File: config.mk
export PLATFORM = sky130hd
export DESIGN_NAME = hazard_detector_flat
export DESIGN_NICKNAME = d
export VERILOG_FILES = /design/src/rtl/hazard_if.sv /design/src/rtl/hazard_detector.sv /design/src/flat_wrapper.sv
export SDC_FILE = /design/constraint.sdc
export NUM_CORES = 1
export LEC_CHECK = 0
export CORE_UTILIZATION = 44
export CTS_BUF_LIST = sky130_fd_sc_hd__clkbuf_16
export DETAILED_ROUTE_END_ITERATION = 8
export PLACE_DENSITY = 0.85
export SLEW_MARGIN = 30
export SYNTH_ARGS = -nofsm -noshare
export SYNTH_HDL_FRONTEND = slang
export SYNTH_SLANG_ARGS = --single-unit
File: constraint.sdc
create_clock -name clk -period 2.4 [get_ports clk]
set_input_delay 0.48 -clock clk [delete_from_list [all_inputs] [get_ports clk]]
set_output_delay 0.48 -clock clk [all_outputs]
set_load 0.03 [all_outputs]
File: src/rtl/hazard_if.sv
// Pipeline-side bundle for the hazard detector: stage register/opcode info in,
// stall/flush/interrupt requests out toward the pipeline controller.
interface hazard_if;
  logic [4:0] id_rs1;
  logic [4:0] id_rs2;
  logic       id_rs1_used;
  logic       id_rs2_used;
  logic [4:0] exe_rd;
  logic       exe_mem_read;
  logic       exe_branch_taken;
  logic       exe_is_div;
  logic       mem_mret;
  logic       stall_pipl;
  logic       irq_req;
  logic       load_hazard;
  logic       branch_hazard;
  logic       divide_stall;
  logic       mret_type;
  logic       interrupt;
  logic       irq_ack;

  // Requests are level signals evaluated every cycle; there is no valid/ready
  // pairing here. The controller acts on a request in the cycle it is high.
  modport master (
    output id_rs1, id_rs2, id_rs1_used, id_rs2_used, exe_rd, exe_mem_read,
           exe_branch_taken, exe_is_div, mem_mret, stall_pipl, irq_req,
    input  load_hazard, branch_hazard, divide_stall, mret_type, interrupt, irq_ack
  );

  modport slave (
    input  id_rs1, id_rs2, id_rs1_used, id_rs2_used, exe_rd, exe_mem_read,
           exe_branch_taken, exe_is_div, mem_mret, stall_pipl, irq_req,
    output load_hazard, branch_hazard, divide_stall, mret_type, interrupt, irq_ack
  );
endinterface

File: src/rtl/hazard_detector.sv
// Load-use / redirect / divide-stall / mret / interrupt request generation,
// including divide sequencing and interrupt holdoff arbitration.
module hazard_detector #(
  parameter int DIV_LATENCY = 32,
  parameter int IRQ_HOLDOFF = 2
) (
  input  logic       clk,
  input  logic       reset,
  hazard_if.slave    hz,
  output logic [1:0] div_state
);

  localparam int CW = $clog2(DIV_LATENCY);
  localparam int HW = $clog2(IRQ_HOLDOFF + 1);
  localparam logic [CW-1:0] DIV_LOAD  = CW'(DIV_LATENCY - 2);
  localparam logic [HW-1:0] HOLD_LOAD = HW'(IRQ_HOLDOFF);

  typedef enum logic [1:0] {
    IDLE = 2'd0,
    BUSY = 2'd1,
    DONE = 2'd2
  } div_state_t;

  div_state_t    state_q, state_d;
  logic [CW-1:0] cnt_q, cnt_d;
  logic [HW-1:0] holdoff_q;
  logic          ack_q;
  logic          rst_d_q;
  logic          quiet;
  logic          src_hit;
  logic          div_stall_raw;
  logic          irq_ok;

  // Outputs are forced low during reset and for one cycle after it falls.
  assign quiet = reset | rst_d_q;

  always_ff @(posedge clk) begin
    rst_d_q <= reset;
  end

  // State register
  always_ff @(posedge clk) begin
    if (reset) begin
      state_q <= IDLE;
      cnt_q   <= '0;
    end else if (!rst_d_q) begin
      state_q <= state_d;
      cnt_q   <= cnt_d;
    end
  end

  // Next-state logic; the counter runs regardless of bus stalls.
  always_comb begin
    state_d = state_q;
    cnt_d   = cnt_q;
    unique case (state_q)
      IDLE: begin
        if (hz.exe_is_div) begin
          state_d = BUSY;
          cnt_d   = DIV_LOAD;
        end
      end
      BUSY: begin
        if (cnt_q == '0) state_d = DONE;
        else             cnt_d   = cnt_q - CW'(1);
      end
      DONE: begin
        if (!hz.stall_pipl) state_d = IDLE;
      end
      default: begin
        state_d = IDLE;
        cnt_d   = '0;
      end
    endcase
  end

  // Output logic
  always_comb begin
    div_stall_raw = 1'b0;
    unique case (state_q)
      IDLE:    div_stall_raw = hz.exe_is_div;
      BUSY:    div_stall_raw = 1'b1;
      default: div_stall_raw = 1'b0;
    endcase
  end

  assign src_hit = (hz.id_rs1_used && (hz.id_rs1 == hz.exe_rd)) ||
                   (hz.id_rs2_used && (hz.id_rs2 == hz.exe_rd));

  assign irq_ok = hz.irq_req && (state_q == IDLE) && !hz.exe_is_div &&
                  !hz.stall_pipl && !hz.exe_branch_taken && !hz.mem_mret &&
                  (holdoff_q == '0);

  always_comb begin
    hz.load_hazard   = 1'b0;
    hz.branch_hazard = 1'b0;
    hz.divide_stall  = 1'b0;
    hz.mret_type     = 1'b0;
    hz.interrupt     = 1'b0;
    if (!quiet) begin
      hz.branch_hazard = hz.exe_branch_taken;
      hz.mret_type     = hz.mem_mret;
      // ID is flushed on a redirect, so a load-use stall would be wasted.
      hz.load_hazard   = hz.exe_mem_read && (hz.exe_rd != 5'd0) && src_hit &&
                         !hz.exe_branch_taken;
      hz.divide_stall  = div_stall_raw;
      hz.interrupt     = irq_ok;
    end
  end

  assign hz.irq_ack = ack_q & ~reset;
  assign div_state  = state_q;

  always_ff @(posedge clk) begin
    if (reset) begin
      holdoff_q <= '0;
      ack_q     <= 1'b0;
    end else begin
      ack_q <= hz.interrupt;
      if (hz.interrupt || hz.mret_type) holdoff_q <= HOLD_LOAD;
      else if (holdoff_q != '0)         holdoff_q <= holdoff_q - HW'(1);
    end
  end

endmodule
File: src/flat_wrapper.sv
// flat-port wrapper written by rule: the top's interface ports become plain ports
module hazard_detector_flat 
#(
  parameter int DIV_LATENCY = 32,
  parameter int IRQ_HOLDOFF = 2
)
  (clk, reset, div_state, hz_id_rs1, hz_id_rs2, hz_id_rs1_used, hz_id_rs2_used, hz_exe_rd, hz_exe_mem_read, hz_exe_branch_taken, hz_exe_is_div, hz_mem_mret, hz_stall_pipl, hz_irq_req, hz_load_hazard, hz_branch_hazard, hz_divide_stall, hz_mret_type, hz_interrupt, hz_irq_ack);
  hazard_if hz_i ();
  input  logic clk;
  input  logic reset;
  output logic [1:0] div_state;
  input wire logic [$bits(hz_i.id_rs1)-1:0] hz_id_rs1;
  input wire logic [$bits(hz_i.id_rs2)-1:0] hz_id_rs2;
  input wire logic [$bits(hz_i.id_rs1_used)-1:0] hz_id_rs1_used;
  input wire logic [$bits(hz_i.id_rs2_used)-1:0] hz_id_rs2_used;
  input wire logic [$bits(hz_i.exe_rd)-1:0] hz_exe_rd;
  input wire logic [$bits(hz_i.exe_mem_read)-1:0] hz_exe_mem_read;
  input wire logic [$bits(hz_i.exe_branch_taken)-1:0] hz_exe_branch_taken;
  input wire logic [$bits(hz_i.exe_is_div)-1:0] hz_exe_is_div;
  input wire logic [$bits(hz_i.mem_mret)-1:0] hz_mem_mret;
  input wire logic [$bits(hz_i.stall_pipl)-1:0] hz_stall_pipl;
  input wire logic [$bits(hz_i.irq_req)-1:0] hz_irq_req;
  output wire logic [$bits(hz_i.load_hazard)-1:0] hz_load_hazard;
  output wire logic [$bits(hz_i.branch_hazard)-1:0] hz_branch_hazard;
  output wire logic [$bits(hz_i.divide_stall)-1:0] hz_divide_stall;
  output wire logic [$bits(hz_i.mret_type)-1:0] hz_mret_type;
  output wire logic [$bits(hz_i.interrupt)-1:0] hz_interrupt;
  output wire logic [$bits(hz_i.irq_ack)-1:0] hz_irq_ack;
  assign hz_i.id_rs1 = hz_id_rs1;
  assign hz_i.id_rs2 = hz_id_rs2;
  assign hz_i.id_rs1_used = hz_id_rs1_used;
  assign hz_i.id_rs2_used = hz_id_rs2_used;
  assign hz_i.exe_rd = hz_exe_rd;
  assign hz_i.exe_mem_read = hz_exe_mem_read;
  assign hz_i.exe_branch_taken = hz_exe_branch_taken;
  assign hz_i.exe_is_div = hz_exe_is_div;
  assign hz_i.mem_mret = hz_mem_mret;
  assign hz_i.stall_pipl = hz_stall_pipl;
  assign hz_i.irq_req = hz_irq_req;
  assign hz_load_hazard = hz_i.load_hazard;
  assign hz_branch_hazard = hz_i.branch_hazard;
  assign hz_divide_stall = hz_i.divide_stall;
  assign hz_mret_type = hz_i.mret_type;
  assign hz_interrupt = hz_i.interrupt;
  assign hz_irq_ack = hz_i.irq_ack;
  hazard_detector #(.DIV_LATENCY(DIV_LATENCY), .IRQ_HOLDOFF(IRQ_HOLDOFF)) u_core (.clk(clk), .reset(reset), .hz(hz_i), .div_state(div_state));
endmodule
# After elaboration in Yosys (flattened, before gate mapping)
# Index checks and enable logic that the tools add are counted.
[op_classes]
n_addsub = 2
n_eq_ne = 8
mux = 15
bitwise_logic = 5
reduce_logical = 26
[ops]
columns = ["op", "n"]
rows = [
  ["5-bit case mux with 3 select lines", 1],
  ["1-bit logical AND", 11],
  ["5-bit equality test", 2],
  ["2-bit two-way mux", 5],
  ["5-bit two-way mux", 2],
  ["4-bit AND reduction", 2],
  ["2-bit != test, second input constant", 3],
  ["2-bit case mux with 3 select lines", 1],
  ["5-bit logical NOT", 1],
  ["1-bit two-way mux", 5],
  ["5-bit nonzero test", 1],
  ["5-bit by 1-bit subtractor with 5-bit output, second input constant", 1],
  ["1-bit logical NOT", 4],
  ["2-bit logical NOT", 2],
  ["2-bit nonzero test", 2],
  ["1-bit NOT", 3],
  ["2-bit by 1-bit equality test with 1-bit output, second input constant", 1],
  ["2-bit equality test, second input constant", 1],
  ["1-bit logical OR", 2],
  ["2-bit by 1-bit != test with 1-bit output, second input constant", 1],
  ["1-bit case mux with 2 select lines", 1],
  ["2-bit OR reduction", 1],
  ["2-bit by 1-bit subtractor with 2-bit output, second input constant", 1],
  ["1-bit AND", 1],
  ["1-bit bitwise OR", 1],
]
[word_totals]
ff_bits = 11
wordCells = 62

# Longest topological paths before layout
[logic_depth]
depth_word = 10
mapped_depth = 6
ltp_nobuf = 6

# Worst setup path after synthesis
# No wires, ideal clock.
[synth_timing]
path_type = "register to output"
startpoint = "reg u_core.state_q[0], in the netlist u_core.div_state[0]"
endpoint = "out hz_interrupt"
arrival_time_ns = 1.597
slack_ns = 0.323
stages_incl_launch_ff = 4
path_buffers = 1
cell_sequence = "dfxtp_1 -> buf_2 -> or4_1 -> nor3_2"
[synth_via]
elab_chain_len = 8
[synth_lines]
columns = ["item", "line_no", "source"]
rows = [
  ["start, declared", "hazard_detector.sv:24", "div_state_t state_q, state_d;"],
  ["start signal, assigned", "hazard_detector.sv:47", "state_q <= state_d;"],
  ["2-bit logical NOT", "hazard_detector.sv:90", "assign irq_ok = hz.irq_req && (state_q == IDLE) && !hz.exe_is_div &&"],
  ["1-bit logical AND (3 in a row)", "hazard_detector.sv:90", ""],
  ["1-bit logical AND (3 in a row)", "hazard_detector.sv:91", "!hz.stall_pipl && !hz.exe_branch_taken && !hz.mem_mret &&"],
  ["1-bit two-way mux", "hazard_detector.sv:100", "if (!quiet) begin"],
  ["end, declared", "flat_wrapper.sv:27", "output wire logic [$bits(hz_i.interrupt)-1:0] hz_interrupt;"],
]
# Every way passes these cells.

# Worst setup path in the final report
[layout_timing]
startpoint = "in hz_stall_pipl"
endpoint = "out hz_interrupt"
[layout_via]
elab_chain_len = 6
[layout_lines]
columns = ["item", "line_no", "source"]
rows = [
  ["start, declared", "flat_wrapper.sv:21", "input wire logic [$bits(hz_i.stall_pipl)-1:0] hz_stall_pipl;"],
  ["1-bit logical NOT", "n/a", ""],
  ["1-bit logical AND", "hazard_detector.sv:90", ""],
  ["1-bit logical AND (3 in a row)", "hazard_detector.sv:91", ""],
  ["1-bit two-way mux", "hazard_detector.sv:100", ""],
]
# Every way passes these cells.

==> impl_metrics.yaml <==
setup_path:
  r2r_end: "u_core.cnt_q[2]"
  r2r_cells: 6
  r2r_slack_ns: 0.62
  rr_startpoint: "u_core.cnt_q[0]"
  cp-start-kind: "primary input"
  arrival_ns: 1.87
  cp-end-kind: "primary output"
  path_class: "primary input to primary output"
  required_ns: 1.92
  worstPathMaxFanout: 2
timing:
  rsz0062_at_grt: "false"
  setup_viol: 0
  drv_slew: 0
  worst_pin_slew_ns: 0.459
  period_needed_ns: 2.35
  period_share_pct: 98.0
  max_freq_mhz: 425
  setup_tns_ns: 0
  hold-worst-slack_ns: 0.448
  relSlewSlack_pct: 69.3
  hold_viol: 0
  fin_ws_ns: 0.0470
  skew_ns: 0.00138
synthesis:
  synth_top_area_share_pct: 28.7
  ys.warnings.count: 0
  syn_area_um2: 767
  yosysSeqAreaShare_pct: 28.7
  syn_area_per_cell_um2: 8.62
  synthTopCellsByArea: "dfxtp_1 29%, xor2_1 9.1%, nor2_1 4.4%"
  yosysTopAreaCell: "dfxtp_1"
  ys_ff_latch: 11
  synthArstFlopShare_pct: 0
  yosysUniqueCellTypes: 42
  synthCells: 89
  syn_nets: 116
  ys.flop_type: "dfxtp_1"
  synth-edff-count: 0
clock_tree:
  numCtsBuffers: 3
  path_clk_slew_ns: 0.04
  holdBufCountCts: 0
  cts_setup_buffers: 0
  cts_buffer_depth: 2
  cts_root_buf: "clkbuf_16"
  clkSinkCount: 11
  clk_latency_ns: 0.24
  h-tree-depth: 1
  cts_tree: "built"
power_and_ir_drop:
  switching_share_pct: 25.7
  p_clk_share_pct: 43.6
  p_leak_nw: 0.505
  internal_power_mw: 0.508
  pwr-share-seq_pct: 32.0
  pwr-share-comb_pct: 24.4
  power.density_nw_per_um2: 580
  p_sw_mw: 0.176
  max-vdd-ir-drop_uv: 415
finish:
  nFillCells: 112
  design_area_um2: 1180
  final_layout_size_suffix_gt1_share_pct: 14.4
  stdcell_count: 141
  synthToLayoutAreaGrowth_pct: 53.7
  insertedDiodeCount: 0
  nets: 153
floorplanning:
  core_um2: 1560
  die_width_um: 43.8
  dieArea_um2: 1910
  num_io_pins: 33
  rows: 14
  fp.dieH_um: 43.8
  initial_core_util_pct: 49.2
route:
  drc: 0
  wl_met3_um: 111
  top_layer_used: "met4"
  wl_met1_um: 776
  drt-vias-per-instance: 5.74
  met2_length_um: 1090
  first_iter_violations: 7
  drtAntennaViolNets: 0
  vias: 810
  drt-wirelength-per-cell_um: 14.1
  routed_wl_um: 1990
  dr.pass1.iters: 4
min_path:
  min_from: "u_core.holdoff_q[0]"
  worstHoldPathType: "flip-flop to flip-flop"
  whs_path_depth: 1
  min_to: "u_core.holdoff_q[0]"
placed_design:
  gp_congestion: 0.841
  placed_area_um2: 1090
  dp_slack_ns: -0.0192
  post-place-cells: 137
  port_buffers: 32
  dpl.hpwl_um: 1590
run:
  cap_violations: 0
grt:
  overflow: 0
  grt_max_degree: 12
  grt_first_pass_wirelength_um: 3190
  grt_pass1_vias: 788
  grt_antenna_before_repair: 0
  grt_usage_pct: 22.6
outcome:
  status: "completed"
worst max-delay path, stage by stage:
cell and delay, ns:
clkdlybuf4s50_1 0.43, or4b_1 0.56, nor3_2 0.21, buf_4 0.19
placed cells by master (no fill, tap or decap), drive strengths merged, types with 2 or more instances in the layout:
cell type and n:
clkdlybuf4s50 22, inv 6, nor2 9, dfxtp 11, buf 9, o21ai 4, ha 2, nand2 2
or4 3, xor2 8, nor3 4, a21oi 4, xnor2 2, dlygate4sd2 3, nor2b 4, nand2b 2
clkbuf 3, or3 2, nor4 2, nand3 2
flip-flops by register name, indices dropped and copies added (netlist names):
signal            cells
u_core.holdoff_q      2
u_core.ack_q          1
u_core.div_state      2
u_core.rst_d_q        1
u_core.cnt_q          5
area by class of cell:
cell class | count | area [um2] | area share (%)
Multi-Input combinational cell | 70 | 514 | 43.6
Tap cell | 16 | 20.0 | 1.70
Inverter | 5 | 18.8 | 1.59
Timing Repair Buffer | 35 | 327 | 27.7
Sequential cell | 11 | 220 | 18.7
Clock buffer | 3 | 75.1 | 6.37
Clock inverter | 1 | 3.75 | 0.318
layer usage:
metal	up-vias	GRT usage, %
li1	399	-
met1	379	23.5
met2	30	41.2
met3	2	7.08
met4	0	9.38
met5	-	0
metrics by stage:
stage / util [%] / power, mW
2_1_floorplan: - / 0.315
3_3_place_gp: 70.2 / 0.384
3_5_place_dp: 70.2 / 0.390
4_1_cts: 75.4 / 0.689
5_1_grt: 75.6 / 0.716
6_report: 75.6 / 0.684
cell families (layout without fill, tap and decap cells):
kind of cell	Yosys count	count (layout)	synth area share, %
buffers and inverters	8	44	5.06
AO/OA/AOI/OAI	20	20	19.1
XOR/XNOR	10	10	11.4
AND/OR/NAND/NOR	37	37	31.2
flip-flops	11	11	28.7
multiplexers	1	1	1.31
adder cells (fa/ha/maj)	2	2	3.26
power groups by stage:
stage	registers, mW	logic [mW]	clock network [mW]
final	0.219	0.167	0.298
after global routing	0.221	0.181	0.314
after CTS	0.219	0.168	0.302
after detailed placement	0.222	0.168	0
after global placement	0.221	0.163	0
after floorplan	0.217	0.0972	0
Yosys cell counts, types with 3 or more instances:
cell      n
a21oi_1   4
dfxtp_1  11
inv_1     5
nor2_1    9
nor2b_1   4
nor3_1    3
o21ai_0   3
or4_1     3
xor2_1    8
repair_timing:
item                                   in CTS  in global routing
pin swaps                                   1                  1
endpoints found under the hold margin       0                  0
setup endpoints to repair                   1                  1
gates resized for setup                     4                  1
worst max-delay path by stage:
stage / start / to / slack, ns / cells past startpoint
2_1_floorplan: u_core.div_state[0] / hz_interrupt / 0.32 / 3
3_3_place_gp: hz_exe_rd[2] / hz_load_hazard / 0.03 / 5
3_5_place_dp: hz_exe_rd[2] / hz_load_hazard / -0.02 / 5
4_1_cts: hz_exe_rd[3] / hz_load_hazard / 0.009 / 6
5_1_grt: hz_stall_pipl / hz_interrupt / 0.02 / 4
6_report: hz_stall_pipl / hz_interrupt / 0.05 / 4
Power figures use the tool's default switching activity.
